<file path="config.mk">
export PLATFORM = sky130hd
export DESIGN_NAME = game_stats_flat
export DESIGN_NICKNAME = d
export VERILOG_FILES = /design/src/rtl/game_stats_pkg.sv /design/src/rtl/game_stats_if.sv /design/src/rtl/game_stats_tick_divider.sv /design/src/rtl/game_stats.sv /design/src/flat_wrapper.sv
export SDC_FILE = /design/constraint.sdc
export NUM_CORES = 1
export LEC_CHECK = 0
export BUFFER_PORTS_ARGS = -buffer_cell sky130_fd_sc_hd__buf_2
export CAP_MARGIN = 20
export CELL_PAD_IN_SITES_DETAIL_PLACEMENT = 0
export CELL_PAD_IN_SITES_GLOBAL_PLACEMENT = 2
export CORE_MARGIN = 2
export CORE_UTILIZATION = 37
export CTS_CLUSTER_DIAMETER = 120
export DETAILED_ROUTE_END_ITERATION = 12
export GPL_TIMING_DRIVEN = 0
export HOLD_SLACK_MARGIN = 0.05
export PLACE_DENSITY = 0.78
export SLEW_MARGIN = 20
export SYNTH_ARGS = -nofsm -noshare
export SYNTH_HDL_FRONTEND = slang
export SYNTH_HIERARCHICAL = 1
export SYNTH_SLANG_ARGS = --single-unit
</file>
<file path="constraint.sdc">
create_clock -name clk -period 4.1 [get_ports clk]
set_clock_uncertainty 0.15 [all_clocks]
set_input_delay 0.41 -clock clk [delete_from_list [all_inputs] [get_ports clk]]
set_output_delay 0.41 -clock clk [all_outputs]
set_load 0.05 [all_outputs]
</file>
<file path="src/rtl/game_stats_pkg.sv">
// Shared types, widths and default tuning for the game statistics block.
package game_stats_pkg;

   typedef enum logic [1:0] {
      StPlay   = 2'd0,
      StInvuln = 2'd1,
      StOver   = 2'd2
   } state_e;

   localparam int unsigned ScoreW = 7;
   localparam int unsigned LivesW = 4;

   localparam int unsigned DefStartLives   = 3;
   localparam int unsigned DefMaxLives     = 9;
   localparam int unsigned DefScoreMax     = 99;
   localparam int unsigned DefBonusScore   = 50;
   localparam int unsigned DefInvulnCycles = 50000;
   localparam int unsigned DefDispDiv      = 100000;

endpackage

</file>
<file path="src/rtl/game_stats_if.sv">
// Event inputs and display-facing status outputs of game_stats.
interface game_stats_if;
   import game_stats_pkg::*;

   logic              new_game;
   logic              alien_hit;
   logic [3:0]        alien_pts;
   logic              player_hit;
   logic [LivesW-1:0] lives;
   logic [ScoreW-1:0] score;
   logic              game_over;
   logic              life_lost;
   logic              clk_display;

   modport master (
      output new_game, alien_hit, alien_pts, player_hit,
      input  lives, score, game_over, life_lost, clk_display
   );

   modport slave (
      input  new_game, alien_hit, alien_pts, player_hit,
      output lives, score, game_over, life_lost, clk_display
   );

endinterface

</file>
<file path="src/rtl/game_stats_tick_divider.sv">
// Free-running divider producing a registered one-cycle strobe every Div clocks.
module tick_divider #(
   parameter int unsigned Div = 100000
) (
   input  logic clk,
   input  logic arst,
   output logic tick
);

   localparam int unsigned   CntW = $clog2(Div);
   localparam logic [CntW-1:0] Last = CntW'(Div - 1);

   logic [CntW-1:0] cnt_q, cnt_d;
   logic            tick_q, tick_d;

   always_comb begin
      cnt_d  = (cnt_q == Last) ? '0 : cnt_q + CntW'(1);
      tick_d = (cnt_q == Last);
   end

   always_ff @(posedge clk) begin
      if (arst) begin
         cnt_q  <= '0;
         tick_q <= 1'b0;
      end else begin
         cnt_q  <= cnt_d;
         tick_q <= tick_d;
      end
   end

   assign tick = tick_q;

endmodule

</file>
<file path="src/rtl/game_stats.sv">
// Score/lives bookkeeping with invulnerability window, one-shot bonus life and game-over,
// plus the display refresh strobe.
module game_stats
   import game_stats_pkg::*;
#(
   parameter int unsigned StartLives   = DefStartLives,
   parameter int unsigned MaxLives     = DefMaxLives,
   parameter int unsigned ScoreMax     = DefScoreMax,
   parameter int unsigned BonusScore   = DefBonusScore,
   parameter int unsigned InvulnCycles = DefInvulnCycles,
   parameter int unsigned DispDiv      = DefDispDiv
) (
   input logic         clk,
   input logic         arst,
   game_stats_if.slave bus
);

   localparam int unsigned InvW = (InvulnCycles > 1) ? $clog2(InvulnCycles) : 1;

   localparam logic [ScoreW-1:0] ScoreMaxV   = ScoreW'(ScoreMax);
   localparam logic [ScoreW-1:0] BonusV      = ScoreW'(BonusScore);
   localparam logic [LivesW-1:0] StartLivesV = LivesW'(StartLives);
   localparam logic [LivesW-1:0] MaxLivesV   = LivesW'(MaxLives);
   localparam logic [InvW-1:0]   InvLoad     = InvW'(InvulnCycles - 1);

   state_e            state_q, state_d;
   logic [LivesW-1:0] lives_q, lives_d;
   logic [ScoreW-1:0] score_q, score_d;
   logic              bonus_given_q, bonus_given_d;
   logic [InvW-1:0]   invuln_q, invuln_d;
   logic              game_over_q, game_over_d;
   logic              life_lost_q, life_lost_d;

   logic [ScoreW:0]   sum;
   logic [ScoreW-1:0] score_sat;
   logic [LivesW-1:0] lives_after_hit;
   logic              clk_display;

   always_comb begin
      sum       = {1'b0, score_q} + {{(ScoreW - 3){1'b0}}, bus.alien_pts};
      score_sat = (sum > {1'b0, ScoreMaxV}) ? ScoreMaxV : sum[ScoreW-1:0];

      state_d         = state_q;
      lives_d         = lives_q;
      score_d         = score_q;
      bonus_given_d   = bonus_given_q;
      invuln_d        = invuln_q;
      game_over_d     = game_over_q;
      life_lost_d     = 1'b0;
      lives_after_hit = '0;

      if (bus.new_game) begin
         state_d       = StPlay;
         lives_d       = StartLivesV;
         score_d       = '0;
         bonus_given_d = 1'b0;
         invuln_d      = '0;
         game_over_d   = 1'b0;
      end else if (state_q != StOver) begin
         // Score and bonus settle first so a simultaneous hit sees the bonus life.
         if (bus.alien_hit) begin
            score_d = score_sat;
            if (!bonus_given_q && (score_q < BonusV) && (score_sat >= BonusV)) begin
               bonus_given_d = 1'b1;
               if (lives_q < MaxLivesV) lives_d = lives_q + LivesW'(1);
            end
         end

         if (state_q == StInvuln) begin
            if (invuln_q == '0) state_d = StPlay;
            else                invuln_d = invuln_q - InvW'(1);
         end

         if ((state_q == StPlay) && bus.player_hit) begin
            lives_after_hit = lives_d - LivesW'(1);
            lives_d         = lives_after_hit;
            life_lost_d     = 1'b1;
            if (lives_after_hit == '0) begin
               state_d     = StOver;
               game_over_d = 1'b1;
            end else begin
               state_d  = StInvuln;
               invuln_d = InvLoad;
            end
         end
      end
   end

   always_ff @(posedge clk) begin
      if (arst) begin
         state_q       <= StPlay;
         lives_q       <= StartLivesV;
         score_q       <= '0;
         bonus_given_q <= 1'b0;
         invuln_q      <= '0;
         game_over_q   <= 1'b0;
         life_lost_q   <= 1'b0;
      end else begin
         state_q       <= state_d;
         lives_q       <= lives_d;
         score_q       <= score_d;
         bonus_given_q <= bonus_given_d;
         invuln_q      <= invuln_d;
         game_over_q   <= game_over_d;
         life_lost_q   <= life_lost_d;
      end
   end

   // Divider is reset only by arst; new_game leaves it free-running.
   tick_divider #(
      .Div (DispDiv)
   ) u_tick_divider (
      .clk  (clk),
      .arst (arst),
      .tick (clk_display)
   );

   assign bus.lives       = lives_q;
   assign bus.score       = score_q;
   assign bus.game_over   = game_over_q;
   assign bus.life_lost   = life_lost_q;
   assign bus.clk_display = clk_display;

endmodule

</file>
<file path="src/flat_wrapper.sv">
// flat-port wrapper written by rule: the top's interface ports become plain ports
module game_stats_flat import game_stats_pkg::*;
#(
   parameter int unsigned StartLives   = DefStartLives,
   parameter int unsigned MaxLives     = DefMaxLives,
   parameter int unsigned ScoreMax     = DefScoreMax,
   parameter int unsigned BonusScore   = DefBonusScore,
   parameter int unsigned InvulnCycles = DefInvulnCycles,
   parameter int unsigned DispDiv      = DefDispDiv
)
  (clk, arst, bus_new_game, bus_alien_hit, bus_alien_pts, bus_player_hit, bus_lives, bus_score, bus_game_over, bus_life_lost, bus_clk_display);
  game_stats_if bus_i ();
  input logic clk;
  input logic arst;
  input wire logic [$bits(bus_i.new_game)-1:0] bus_new_game;
  input wire logic [$bits(bus_i.alien_hit)-1:0] bus_alien_hit;
  input wire logic [$bits(bus_i.alien_pts)-1:0] bus_alien_pts;
  input wire logic [$bits(bus_i.player_hit)-1:0] bus_player_hit;
  output wire logic [$bits(bus_i.lives)-1:0] bus_lives;
  output wire logic [$bits(bus_i.score)-1:0] bus_score;
  output wire logic [$bits(bus_i.game_over)-1:0] bus_game_over;
  output wire logic [$bits(bus_i.life_lost)-1:0] bus_life_lost;
  output wire logic [$bits(bus_i.clk_display)-1:0] bus_clk_display;
  assign bus_i.new_game = bus_new_game;
  assign bus_i.alien_hit = bus_alien_hit;
  assign bus_i.alien_pts = bus_alien_pts;
  assign bus_i.player_hit = bus_player_hit;
  assign bus_lives = bus_i.lives;
  assign bus_score = bus_i.score;
  assign bus_game_over = bus_i.game_over;
  assign bus_life_lost = bus_i.life_lost;
  assign bus_clk_display = bus_i.clk_display;
  game_stats #(.StartLives(StartLives), .MaxLives(MaxLives), .ScoreMax(ScoreMax), .BonusScore(BonusScore), .InvulnCycles(InvulnCycles), .DispDiv(DispDiv)) u_core (.clk(clk), .arst(arst), .bus(bus_i));
endmodule
</file>
==> flow_metrics.tcl <==
set metrics [dict create \
    postLayoutCellArea_um2 3270 \
    worst-path-buf-inv 1 \
    yosysWarnings 6 \
    worstPathCellList "ha_1 > inv_1 > fa_2 > nand2b_4 > a21oi_4 > and3_1 > o32ai_4 > a21oi_4 > mux2i_2 > ha_2 > xor2_1 > a2111oi_2 > mux2i_2 > o21a_4 > o31a_1" \
    relSlewSlack 0.590 \
    status "finished clean" \
    clock_sinks 50 \
    routabilityCongestion 0.736 \
    synth_fa_ha_area_frac 0.0510 \
    finish.utilization 0.446 \
    crit_path_max_fanout 8 \
    postRouteWirelength_um 6310 \
    antenna_cells 0 \
    ys_dominant_reg_cell "dfxtp_1" \
    cts_hold_buf 0 \
    syn_inst 321 \
    ys_seq_area_frac 0.352 \
    pwr-share-comb 0.138 \
    grt_usage 0.158 \
    crit_path_top_delay_cell "a2111oi_2" \
    endpoint_kind "register" \
    seqPwrFrac 0.508 \
    hold_class "in2reg" \
    hold_violations 0 \
    start_util 0.388 \
    pwr-share-clk 0.353 \
    htree_levels 2 \
    antenna_found_initial 0 \
    period_needed_ns 3.89 \
    synth_compound_area_frac 0.172 \
    final-setup-viol-count 0 \
    p_total_mw 1.01 \
    numCtsBuffers 5 \
    area_growth_pct 14.9 \
    wire_per_inst_um 13.9 \
    synth_xor_area_frac 0.0985 \
    drive_above_1_share 0.207 \
    cts_root_buf "clkbuf_8" \
    cp_top_family "compound AO/OA/AOI/OAI gates" \
    yosys.cell_types.count 65 \
    fp.coreArea_um2 7330 \
    cpPeakStageDelay_ns 0.40 \
    die-area_um2 8410 \
    drt_iter0_drc 67 \
    timing.max_cap.violations 0 \
    boundaryPins 23 \
    slew_violations 0 \
    vias 2323 \
    r2r_slack_ns 0.21 \
    clock.fmax_ghz 0.257 \
    crit_arrival_ns 3.93 \
    synth_nets 341 \
    worst_setup_path_start_kind "register" \
    drc_errors 0 \
    avgViaCountPerCell 5.14 \
    synth_edf_count 0 \
    synth-seq-cells 50 \
    fin_tns_setup_ns 0 \
    async_flop_share 0 \
    rsz0062_at_grt "false" \
    fin_nets 373 \
    synth_top_family_by_area "simple AND/OR/NAND/NOR gates" \
    ir_drop_uv 135 \
    p_leak_nw 1.19 \
    power_switching_uw 267 \
    power.internal_uw 747 \
    synth-simple-area-share 0.278 \
    muxShareOfSynthArea 0.0180 \
    min_period_over_period 0.949 \
    cts_tree "done" \
    required_ns 4.14 \
    die_x_um 91.7 \
    rows 31 \
    worstSetupPathType "reg2reg" \
    overflow 0 \
    placed_cell_area_um2 3080 \
    ant_nets 0 \
    grt_first_pass_wirelength_um 11000 \
    die_h_um 91.7 \
    path_clk_slew_ns 0.09 \
    switching_share 0.263 \
    numPortBuffers 22 \
    p_per_area_nw_per_um2 310 \
    worstMarginPinSlew_ns 0.613 \
    insertion_delay_ns 0.30 \
    clockBufferDepth 2 \
    drt_pass1_iterations 4 \
    dp_hpwl_um 4640 \
    grt_max_degree 15 \
    grt_pass1_vias 2300 \
    synth_area_um2 2850 \
    avgSynthCellArea_um2 8.86 \
]
what timing repair did:
action / in CTS / in global routing
pin swaps: 4 / 4
gates resized for setup: 4 / 8
endpoints found under the setup margin: 17 / 19
setup buffers: 2 / 1
layout by cell type, fill, tap and decap left out, types with 4 or more instances in the layout:
master    Yosys  final
dfxtp_1      50     49
nor2_1       39     39
buf_2         2     24
nand2_1      22     22
nor3_1       21     21
xnor2_1      19     19
inv_1        16     16
o21ai_0      14     14
xor2_1       13     13
a21oi_1      11     11
nand3_1      10     10
ha_1         10      9
clkbuf_8      0      6
a31oi_1       6      6
nand4_1       6      6
nor4_2        5      5
nand2b_1      5      4
nor4_1        4      4
through the flow:
stage	cells	hold slack, ns	setup slack (ns)
2_1_floorplan	321	0.288	0.0293
3_3_place_gp	442	0.300	-0.474
3_5_place_dp	442	0.307	-0.467
4_1_cts	451	0.159	0.0103
5_1_grt	452	0.175	0.0162
6_report	452	0.164	0.207
final cells by class:
cell class	count	area (µm²)
Buffer	5	28.8
Multi-Input combinational cell	250	1810
Clock buffer	6	82.6
Inverter	16	60.1
Tap cell	99	124
Fill cell	769	4060
Clock inverter	1	30.0
Timing Repair Buffer	25	133
Sequential cell	50	1000
flip-flops by register name, indices dropped and copies added, names as in the netlist:
signal                       flops
u_core/bonus_given_q             1
u_core/bus.game_over             1
u_core/bus.life_lost             1
u_core/bus.lives                 4
u_core/bus.score                 7
u_core/invuln_q                 16
u_core/state_q                   2
u_core/u_tick_divider/cnt_q     17
u_core/u_tick_divider/tick       1
power groups by stage:
stage	clock network [mW]	logic, mW	registers (mW)
after floorplan	0	0.0937	0.534
after detailed placement	0	0.136	0.527
after global routing	0.391	0.158	0.518
after global placement	0	0.136	0.527
after CTS	0.372	0.138	0.516
final	0.358	0.140	0.516
worst paths after layout:
path,startpoint,endpoint,cells past startpoint
worst max-delay path,u_core/bus.score[0],u_core/invuln_q[1],15
worst min-delay path,arst,u_core/u_tick_divider/tick,2
worst max register to register,u_core/bus.score[0],u_core/invuln_q[1],15
worst min register to register,u_core/bonus_given_q,u_core/bonus_given_q,2
Yosys cell counts (2+ instances only):
| cell | n | area share |
|---|---|---|
| dfxtp_1 | 50 | 0.35 |
| nor2_1 | 39 | 0.051 |
| nand2_1 | 22 | 0.029 |
| nor3_1 | 21 | 0.037 |
| xnor2_1 | 19 | 0.058 |
| inv_1 | 16 | 0.021 |
| o21ai_0 | 14 | 0.025 |
| xor2_1 | 13 | 0.040 |
| a21oi_1 | 11 | 0.019 |
| ha_1 | 10 | 0.044 |
| nand3_1 | 10 | 0.018 |
| a31oi_1 | 6 | 0.013 |
| nand4_1 | 6 | 0.013 |
| nand2b_1 | 5 | 0.011 |
| nor4_2 | 5 | 0.022 |
| mux2i_1 | 4 | 0.014 |
| nor4_1 | 4 | 0.0088 |
| nor2b_1 | 3 | 0.0066 |
| o211ai_1 | 3 | 0.0079 |
| a2111oi_0 | 2 | 0.0062 |
| a21oi_2 | 2 | 0.0062 |
| a21oi_4 | 2 | 0.011 |
| a22o_1 | 2 | 0.0062 |
| and3_1 | 2 | 0.0044 |
| buf_2 | 2 | 0.0035 |
| clkbuf_1 | 2 | 0.0026 |
| nor2_2 | 2 | 0.0044 |
| o21a_1 | 2 | 0.0053 |
| o21ai_1 | 2 | 0.0035 |
| o21ai_4 | 2 | 0.011 |
| o31a_1 | 2 | 0.0062 |
| o31ai_1 | 2 | 0.0053 |
| or4_1 | 2 | 0.0053 |
cell families (layout without fill, tap and decap cells):
| group | count (synthesis) | in the layout |
|---|---|---|
| simple gates | 139 | 139 |
| xor+xnor | 32 | 32 |
| compound gates | 63 | 63 |
| fa+ha+maj | 11 | 11 |
| buf+inv | 21 | 53 |
| flops | 50 | 50 |
| mux | 5 | 5 |
layer usage:
metal	part of all wire	wire length (µm)	GRT usage
met5	0	0	0
met4	0.0087	55	0.0410
met3	0.019	119	0.0222
met2	0.47	2930	0.265
met1	0.51	3200	0.214
(Power assumes the default switching activity.)
